## config.mk

```make
export PLATFORM = sky130hd
export DESIGN_NAME = rvfpm_xif_offloader
export DESIGN_NICKNAME = d
export VERILOG_FILES = /design/src/rtl/rvfpm_xif_pkg.sv /design/src/rtl/rvfpm_id_scoreboard.sv /design/src/rtl/rvfpm_xif_offloader.sv
export SDC_FILE = /design/constraint.sdc
export NUM_CORES = 1
export LEC_CHECK = 0
export CAP_MARGIN = 20
export CORE_MARGIN = 4
export CORE_UTILIZATION = 39
export CTS_CLUSTER_SIZE = 40
export DETAILED_ROUTE_END_ITERATION = 8
export PLACE_DENSITY_LB_ADDON = 0.08
export SYNTH_ARGS = -nofsm -noshare
export SYNTH_HDL_FRONTEND = slang
export SYNTH_HIERARCHICAL = 1
export SYNTH_SLANG_ARGS = --single-unit
```

## constraint.sdc

```tcl
create_clock -name ck -period 4.3 [get_ports ck]
set_input_delay 0.86 -clock ck [delete_from_list [all_inputs] [get_ports ck]]
set_output_delay 0.86 -clock ck [all_outputs]
set_load 0.02 [all_outputs]
```

## src/rtl/rvfpm_xif_pkg.sv

```systemverilog
// Shared types and constants for the rvfpm XIF offload path.
// The payload structs are sized for the default ID width and XLEN.
package rvfpm_xif_pkg;

  localparam int unsigned X_ID_WIDTH_DEFAULT = 4;
  localparam int unsigned XLEN_DEFAULT       = 32;
  localparam int unsigned REG_ADDR_W         = 5;
  localparam int unsigned INSTR_W            = 32;

  typedef enum logic [0:0] {IDLE, ISSUE} offload_state_e;

  typedef struct packed {
    logic [INSTR_W-1:0]            instr;
    logic [X_ID_WIDTH_DEFAULT-1:0] id;
    logic [XLEN_DEFAULT-1:0]       rs1;
  } xif_issue_t;

  typedef struct packed {
    logic [X_ID_WIDTH_DEFAULT-1:0] id;
    logic [XLEN_DEFAULT-1:0]       data;
    logic [REG_ADDR_W-1:0]         rd;
    logic                          we;
  } xif_result_t;

endpackage

```

## src/rtl/rvfpm_id_scoreboard.sv

```systemverilog
// Outstanding-ID scoreboard: one busy bit per transaction ID plus an in-flight counter.
// A set and a clear may land in the same cycle; the caller guarantees they name different IDs.
module rvfpm_id_scoreboard #(
  parameter int unsigned X_ID_WIDTH      = 4,
  parameter int unsigned MAX_OUTSTANDING = 8,
  localparam int unsigned CntW           = $clog2(MAX_OUTSTANDING + 1)
) (
  input  logic                  ck,
  input  logic                  reset,
  input  logic                  set_i,
  input  logic [X_ID_WIDTH-1:0] set_id_i,
  input  logic                  clr_i,
  input  logic [X_ID_WIDTH-1:0] clr_id_i,
  input  logic [X_ID_WIDTH-1:0] issue_id_i,
  output logic                  issue_busy_o,
  input  logic [X_ID_WIDTH-1:0] result_id_i,
  output logic                  result_busy_o,
  output logic                  full_o,
  output logic [CntW-1:0]       count_o
);

  localparam int unsigned NumIds = 2 ** X_ID_WIDTH;

  logic [NumIds-1:0] busy_q, busy_d;
  logic [CntW-1:0]   count_q, count_d;

  // Next busy vector and count from this cycle's set/clear requests.
  always_comb begin
    busy_d = busy_q;
    if (clr_i) busy_d[clr_id_i] = 1'b0;
    if (set_i) busy_d[set_id_i] = 1'b1;
    count_d = count_q + CntW'(set_i) - CntW'(clr_i);
  end

  // State registers, synchronous reset.
  always_ff @(posedge ck) begin
    if (reset) begin
      busy_q  <= '0;
      count_q <= '0;
    end else begin
      busy_q  <= busy_d;
      count_q <= count_d;
    end
  end

  assign issue_busy_o  = busy_q[issue_id_i];
  assign result_busy_o = busy_q[result_id_i];
  assign full_o        = (count_q == CntW'(MAX_OUTSTANDING));
  assign count_o       = count_q;

endmodule

```

## src/rtl/rvfpm_xif_offloader.sv

```systemverilog
// Core-side CORE-V-XIF style offloader into the rvfpm FPU model: assigns IDs, drives the
// issue handshake, tracks outstanding IDs and forwards results to integer writeback.
// Optional watchdog: define RVFPM_XIF_TIMEOUT_EN to add the sticky `timeout` output.
module rvfpm_xif_offloader
  import rvfpm_xif_pkg::*;
#(
  parameter int unsigned X_ID_WIDTH      = X_ID_WIDTH_DEFAULT,
  parameter int unsigned MAX_OUTSTANDING = 8,
  parameter int unsigned XLEN            = XLEN_DEFAULT
`ifdef RVFPM_XIF_TIMEOUT_EN
  , parameter int unsigned TIMEOUT_CYCLES = 256
`endif
) (
  input  logic                                 ck,
  input  logic                                 reset,
  input  logic                                 instr_valid,
  output logic                                 instr_ready,
  input  logic [INSTR_W-1:0]                   instr,
  input  logic [XLEN-1:0]                      rs1_data,
  output logic                                 x_issue_valid,
  input  logic                                 x_issue_ready,
  output logic [INSTR_W-1:0]                   x_issue_instr,
  output logic [X_ID_WIDTH-1:0]                x_issue_id,
  output logic [XLEN-1:0]                      x_issue_rs1,
  input  logic                                 x_issue_accept,
  input  logic                                 x_result_valid,
  output logic                                 x_result_ready,
  input  logic [X_ID_WIDTH-1:0]                x_result_id,
  input  logic [XLEN-1:0]                      x_result_data,
  input  logic [REG_ADDR_W-1:0]                x_result_rd,
  input  logic                                 x_result_we,
  output logic                                 wb_valid,
  output logic [REG_ADDR_W-1:0]                wb_rd,
  output logic [XLEN-1:0]                      wb_data,
  output logic                                 illegal_instr,
  output logic                                 spurious_result,
  output logic [$clog2(MAX_OUTSTANDING+1)-1:0] outstanding_cnt
`ifdef RVFPM_XIF_TIMEOUT_EN
  , output logic                               timeout
`endif
);

  offload_state_e          state_q, state_d;
  xif_issue_t              issue_q, issue_d;
  xif_result_t             res;
  logic [X_ID_WIDTH-1:0]   next_id_q, next_id_d;
  logic                    illegal_q, illegal_d;
  logic                    spurious_q, spurious_d;
  logic                    wb_valid_q, wb_valid_d;
  logic [REG_ADDR_W-1:0]   wb_rd_q, wb_rd_d;
  logic [XLEN-1:0]         wb_data_q, wb_data_d;
  logic                    sb_set, sb_clr, sb_full, sb_issue_busy, sb_result_busy, res_hs;

  rvfpm_id_scoreboard #(
    .X_ID_WIDTH      (X_ID_WIDTH),
    .MAX_OUTSTANDING (MAX_OUTSTANDING)
  ) u_scoreboard (
    .ck            (ck),
    .reset         (reset),
    .set_i         (sb_set),
    .set_id_i      (issue_q.id),
    .clr_i         (sb_clr),
    .clr_id_i      (x_result_id),
    .issue_id_i    (next_id_q),
    .issue_busy_o  (sb_issue_busy),
    .result_id_i   (x_result_id),
    .result_busy_o (sb_result_busy),
    .full_o        (sb_full),
    .count_o       (outstanding_cnt)
  );

  // Issue FSM: take an instruction in IDLE, hold the payload in ISSUE until the coprocessor answers.
  always_comb begin
    state_d       = state_q;
    issue_d       = issue_q;
    next_id_d     = next_id_q;
    illegal_d     = 1'b0;
    sb_set        = 1'b0;
    instr_ready   = 1'b0;
    x_issue_valid = 1'b0;
    unique case (state_q)
      IDLE: begin
        // The next ID must be free as well: after a wrap it may still be in flight.
        instr_ready = ~reset & ~sb_full & ~sb_issue_busy;
        if (instr_valid && instr_ready) begin
          issue_d.instr = instr;
          issue_d.id    = next_id_q;
          issue_d.rs1   = rs1_data;
          state_d       = ISSUE;
        end
      end
      ISSUE: begin
        x_issue_valid = 1'b1;
        if (x_issue_ready) begin
          state_d = IDLE;
          if (x_issue_accept) begin
            sb_set    = 1'b1;
            next_id_d = next_id_q + 1'b1;
          end else begin
            illegal_d = 1'b1;
          end
        end
      end
      default: state_d = IDLE;
    endcase
  end

  // Result path: retire known IDs, flag unknown ones, stage a one-cycle writeback.
  always_comb begin
    res        = '{id: x_result_id, data: x_result_data, rd: x_result_rd, we: x_result_we};
    res_hs     = x_result_valid & x_result_ready;
    sb_clr     = res_hs & sb_result_busy;
    spurious_d = res_hs & ~sb_result_busy;
    // x0 is never written even though the result still retires.
    wb_valid_d = sb_clr & res.we & (res.rd != '0);
    wb_rd_d    = wb_valid_d ? res.rd : '0;
    wb_data_d  = wb_valid_d ? res.data : '0;
  end

  // State and output registers, synchronous reset.
  always_ff @(posedge ck) begin
    if (reset) begin
      state_q    <= IDLE;
      issue_q    <= '0;
      next_id_q  <= '0;
      illegal_q  <= 1'b0;
      spurious_q <= 1'b0;
      wb_valid_q <= 1'b0;
      wb_rd_q    <= '0;
      wb_data_q  <= '0;
    end else begin
      state_q    <= state_d;
      issue_q    <= issue_d;
      next_id_q  <= next_id_d;
      illegal_q  <= illegal_d;
      spurious_q <= spurious_d;
      wb_valid_q <= wb_valid_d;
      wb_rd_q    <= wb_rd_d;
      wb_data_q  <= wb_data_d;
    end
  end

  assign x_result_ready  = ~reset;
  assign x_issue_instr   = issue_q.instr;
  assign x_issue_id      = issue_q.id;
  assign x_issue_rs1     = issue_q.rs1;
  assign illegal_instr   = illegal_q;
  assign spurious_result = spurious_q;
  assign wb_valid        = wb_valid_q;
  assign wb_rd           = wb_rd_q;
  assign wb_data         = wb_data_q;

`ifdef RVFPM_XIF_TIMEOUT_EN
  localparam int unsigned TmoW = $clog2(TIMEOUT_CYCLES + 1);

  logic [TmoW-1:0] tmo_cnt_q, tmo_cnt_d;
  logic            timeout_q, timeout_d;

  // Watchdog: count cycles without a retire while anything is in flight; sticky once tripped.
  always_comb begin
    tmo_cnt_d = tmo_cnt_q;
    if (sb_clr || (outstanding_cnt == '0)) begin
      tmo_cnt_d = '0;
    end else if (tmo_cnt_q != TmoW'(TIMEOUT_CYCLES)) begin
      tmo_cnt_d = tmo_cnt_q + 1'b1;
    end
    timeout_d = timeout_q | (tmo_cnt_q == TmoW'(TIMEOUT_CYCLES));
  end

  // Watchdog registers, synchronous reset.
  always_ff @(posedge ck) begin
    if (reset) begin
      tmo_cnt_q <= '0;
      timeout_q <= 1'b0;
    end else begin
      tmo_cnt_q <= tmo_cnt_d;
      timeout_q <= timeout_d;
    end
  end

  assign timeout = timeout_q;
`endif

endmodule

```

==> results.py <==
metrics = {
    "synthesis": {
        "ys.warnings.count": 6,
        "synthArstFlopShare_pct": 0,
        "synthFlopType": "dfxtp_1",
        "synth_cell_types": 36,
        "syn_area_um2": 4820,
        "syn_inst": 532,
        "synth_edf_count": 0,
        "synth_fp_nets": 651,
        "ys_seq_elements": 133,
        "synth.avg_cell_area_um2": 9.05,
        "ys_seq_area_share_pct": 55.3,
    },
    "detailed_routing": {
        "wl_um": 14500,
        "final_antenna_net_count": 0,
        "post_drt_wl_per_cell_um": 15.5,
        "drc": 0,
        "vias": 4490,
        "via_per_inst": 4.82,
        "drtPass1Iterations": 5,
        "drt_iter0_markers": 229,
    },
    "critical_path": {
        "critical_path_class": "input pin to flop",
        "crit_buf_inv": 3,
        "cp_slowest_stage_delay_ns": 0.65,
        "arrival_ns": 4.12,
        "reg2reg_slack_ns": 0.97,
        "path_max_fanout": 8,
        "required_ns": 4.57,
        "cpMaxStageDelayCell": "clkdlybuf4s50_1",
        "cp-start-kind": "input pin",
        "cp.depth": 13,
        "cp_cell_sequence": "clkdlybuf4s50_1, mux4_1, nor2b_1, a211oi_1, a21oi_1, and3_1, ha_1, inv_1, ha_1, inv_1, fa_1, xor2_1, nor2_1",
        "r2r_cells": 8,
        "critical-path-top-delay-family": "adder cells",
        "endpoint_kind": "flop",
    },
    "die": {
        "dieWidth_um": 119,
        "core_um2": 12100,
        "start_util_pct": 39.9,
        "io_pins": 227,
        "rows": 40,
        "die_height_um": 119,
        "dieArea_um2": 14200,
    },
    "timing": {
        "worst_pin_slew_ns": 0.811,
        "grt_setup_unrepaired": "false",
        "setup_viol": 0,
        "skew_ns": 0.00798,
        "slew_violations": 0,
        "tns_ns": 0,
        "max_slew_margin_pct": 45.9,
        "finalCriticalPeriod_ns": 3.85,
        "hold_viol": 0,
        "fin_crit_sh_pct": 89.5,
        "fmax_ghz": 0.260,
    },
    "finish": {
        "mostFrequentLayoutCells": "225 x clkdlybuf4s50_1, 148 x nand2_1, 133 x dfxtp_1",
        "n_fill_cell": 1024,
        "antenna_cells": 0,
        "fin_nets": 871,
        "final_common_cell": "clkdlybuf4s50_1",
        "area_growth_pct": 60.9,
        "drive_gt1_share_pct": 4.06,
        "fin_util_pct": 64.3,
    },
    "job": {
        "maxCapViolations": 0,
    },
    "worst_hold_path": {
        "hold_class": "flop to flop",
        "holdPathStages": 2,
    },
    "clock_tree": {
        "clk-insertion-delay-late_ns": 0.41,
        "cts_sinks": 133,
        "cts_tree": "built",
        "post_cts_resized": 0,
        "clock_path_buffers": 2,
        "post_cts_buffers": 0,
        "cts_hold_buf": 0,
        "htree_levels": 4,
        "path_clk_slew_ns": 0.05,
        "numCtsBuffers": 17,
        "root_buffer": "clkbuf_16",
    },
    "global_route": {
        "grt_max_degree": 52,
        "antenna_found_initial": 0,
        "grt_usage_pct": 20.4,
        "overflow": 0,
        "grt_pass1_wl_um": 23000,
        "grt_pass1_vias": 4409,
    },
    "pwr": {
        "p_per_area_nw_per_um2": 451,
        "p_leak_nw": 2.93,
        "vdd_ir_drop_max_mv": 0.236,
        "power_mw": 3.50,
    },
    "run_status": {
        "status": "finished, final reports clean",
    },
    "placed_design": {
        "gp_congestion": 0.864,
        "dp.final_hpwl_um": 10600,
        "port_buffers": 226,
    },
}
## stage by stage
step	cell area, um^2	worst slack, ns	instances	hold WS, ns
floorplan	4820	1.12	532	0.457
global placement	7190	0.293	901	0.442
detailed placement	7190	0.156	901	0.447
CTS	7750	0.449	932	0.454
global route	7750	0.297	932	0.468
finish	7750	0.453	932	0.452
## metal layers
metal  vias to the layer above  GRT usage [%]  wire length [um]
met5                         -              0                 0
met4                         0           9.34               316
met3                        22           7.22              1410
met2                       198           33.3              6940
met1                      2066           24.0              5790
li1                       2204              -                 -
## worst paths after layout
path,from,endpoint
max reg2reg,next_id_q[0]$_SDFFE_PP0P_,x_issue_rs1[24]$_SDFFE_PP0P_
min,x_issue_instr[11]$_SDFFE_PP0P_,x_issue_instr[11]$_SDFFE_PP0P_
min reg2reg,x_issue_instr[11]$_SDFFE_PP0P_,x_issue_instr[11]$_SDFFE_PP0P_
max,x_result_id[0],u_scoreboard/count_o[2]$_SDFF_PP0_
## where the power goes
| part | total, mW | internal [mW] | switching (mW) |
|---|---|---|---|
| logic | 0.730 | 0.339 | 0.391 |
| clock network | 1.38 | 0.907 | 0.478 |
| registers | 1.38 | 1.33 | 0.0515 |
| total | 3.50 | 2.58 | 0.920 |
## sequential cells by signal, summed over array words and instances, names as in the netlist
signal / cells
illegal_instr: 1
next_id_q: 4
spurious_result: 1
state_q: 1
u_scoreboard/busy_q: 16
u_scoreboard/count_o: 4
wb_data: 32
wb_rd: 5
wb_valid: 1
x_issue_id: 4
x_issue_instr: 32
x_issue_rs1: 32
## logic make-up (layout without fill, tap and decap cells)
group / Yosys count / after routing / synth area share (%)
adder cells (fa/ha/maj): 7 / 7 / 1.97
flip-flops: 133 / 133 / 55.3
AND/OR/NAND/NOR: 229 / 229 / 21.9
AO/OA/AOI/OAI: 110 / 110 / 11.6
XOR/XNOR: 4 / 4 / 0.727
buffers and inverters: 38 / 270 / 3.45
multiplexers: 11 / 11 / 4.99
## cell usage after synthesis, types with 2 or more instances
cell type  instances  area (um^2)
inv_1              9         33.8
clkbuf_1          22         82.6
ha_1               6         75.1
and3_1             4         25.0
nor2_1             9         33.8
nor2b_1            5         31.3
mux2i_1            3         30.0
nand2_1          148          556
nand3_1            7         35.0
and2_1            37          231
xor2_1             4         35.0
nand3b_1           3         22.5
nand2b_1           4         25.0
dfxtp_1          133         2660
buf_6              2         22.5
a21oi_1           89          445
buf_2              4         20.0
mux4_1             8          210
o21ai_0           17         85.1
a211oi_1           2         15.0
## layout make-up
| cell class | instances | area, um^2 | share of cell area (%) |
|---|---|---|---|
| sequential | 133 | 2660 | 34.3 |
| timing repair buffer | 230 | 2290 | 29.5 |
| multi-input combinational | 361 | 2000 | 25.8 |
| clock buffer | 26 | 459 | 5.92 |
| tap | 168 | 210 | 2.71 |
| clock inverter | 5 | 100 | 1.29 |
| inverter | 9 | 33.8 | 0.436 |
## worst min-delay path, stage by stage (launching register included)
cell and delay [ns]:
dfxtp_1 0.30, nand2_1 0.05, a21oi_1 0.05
No activity file was read; power rests on OpenSTA's default activity.
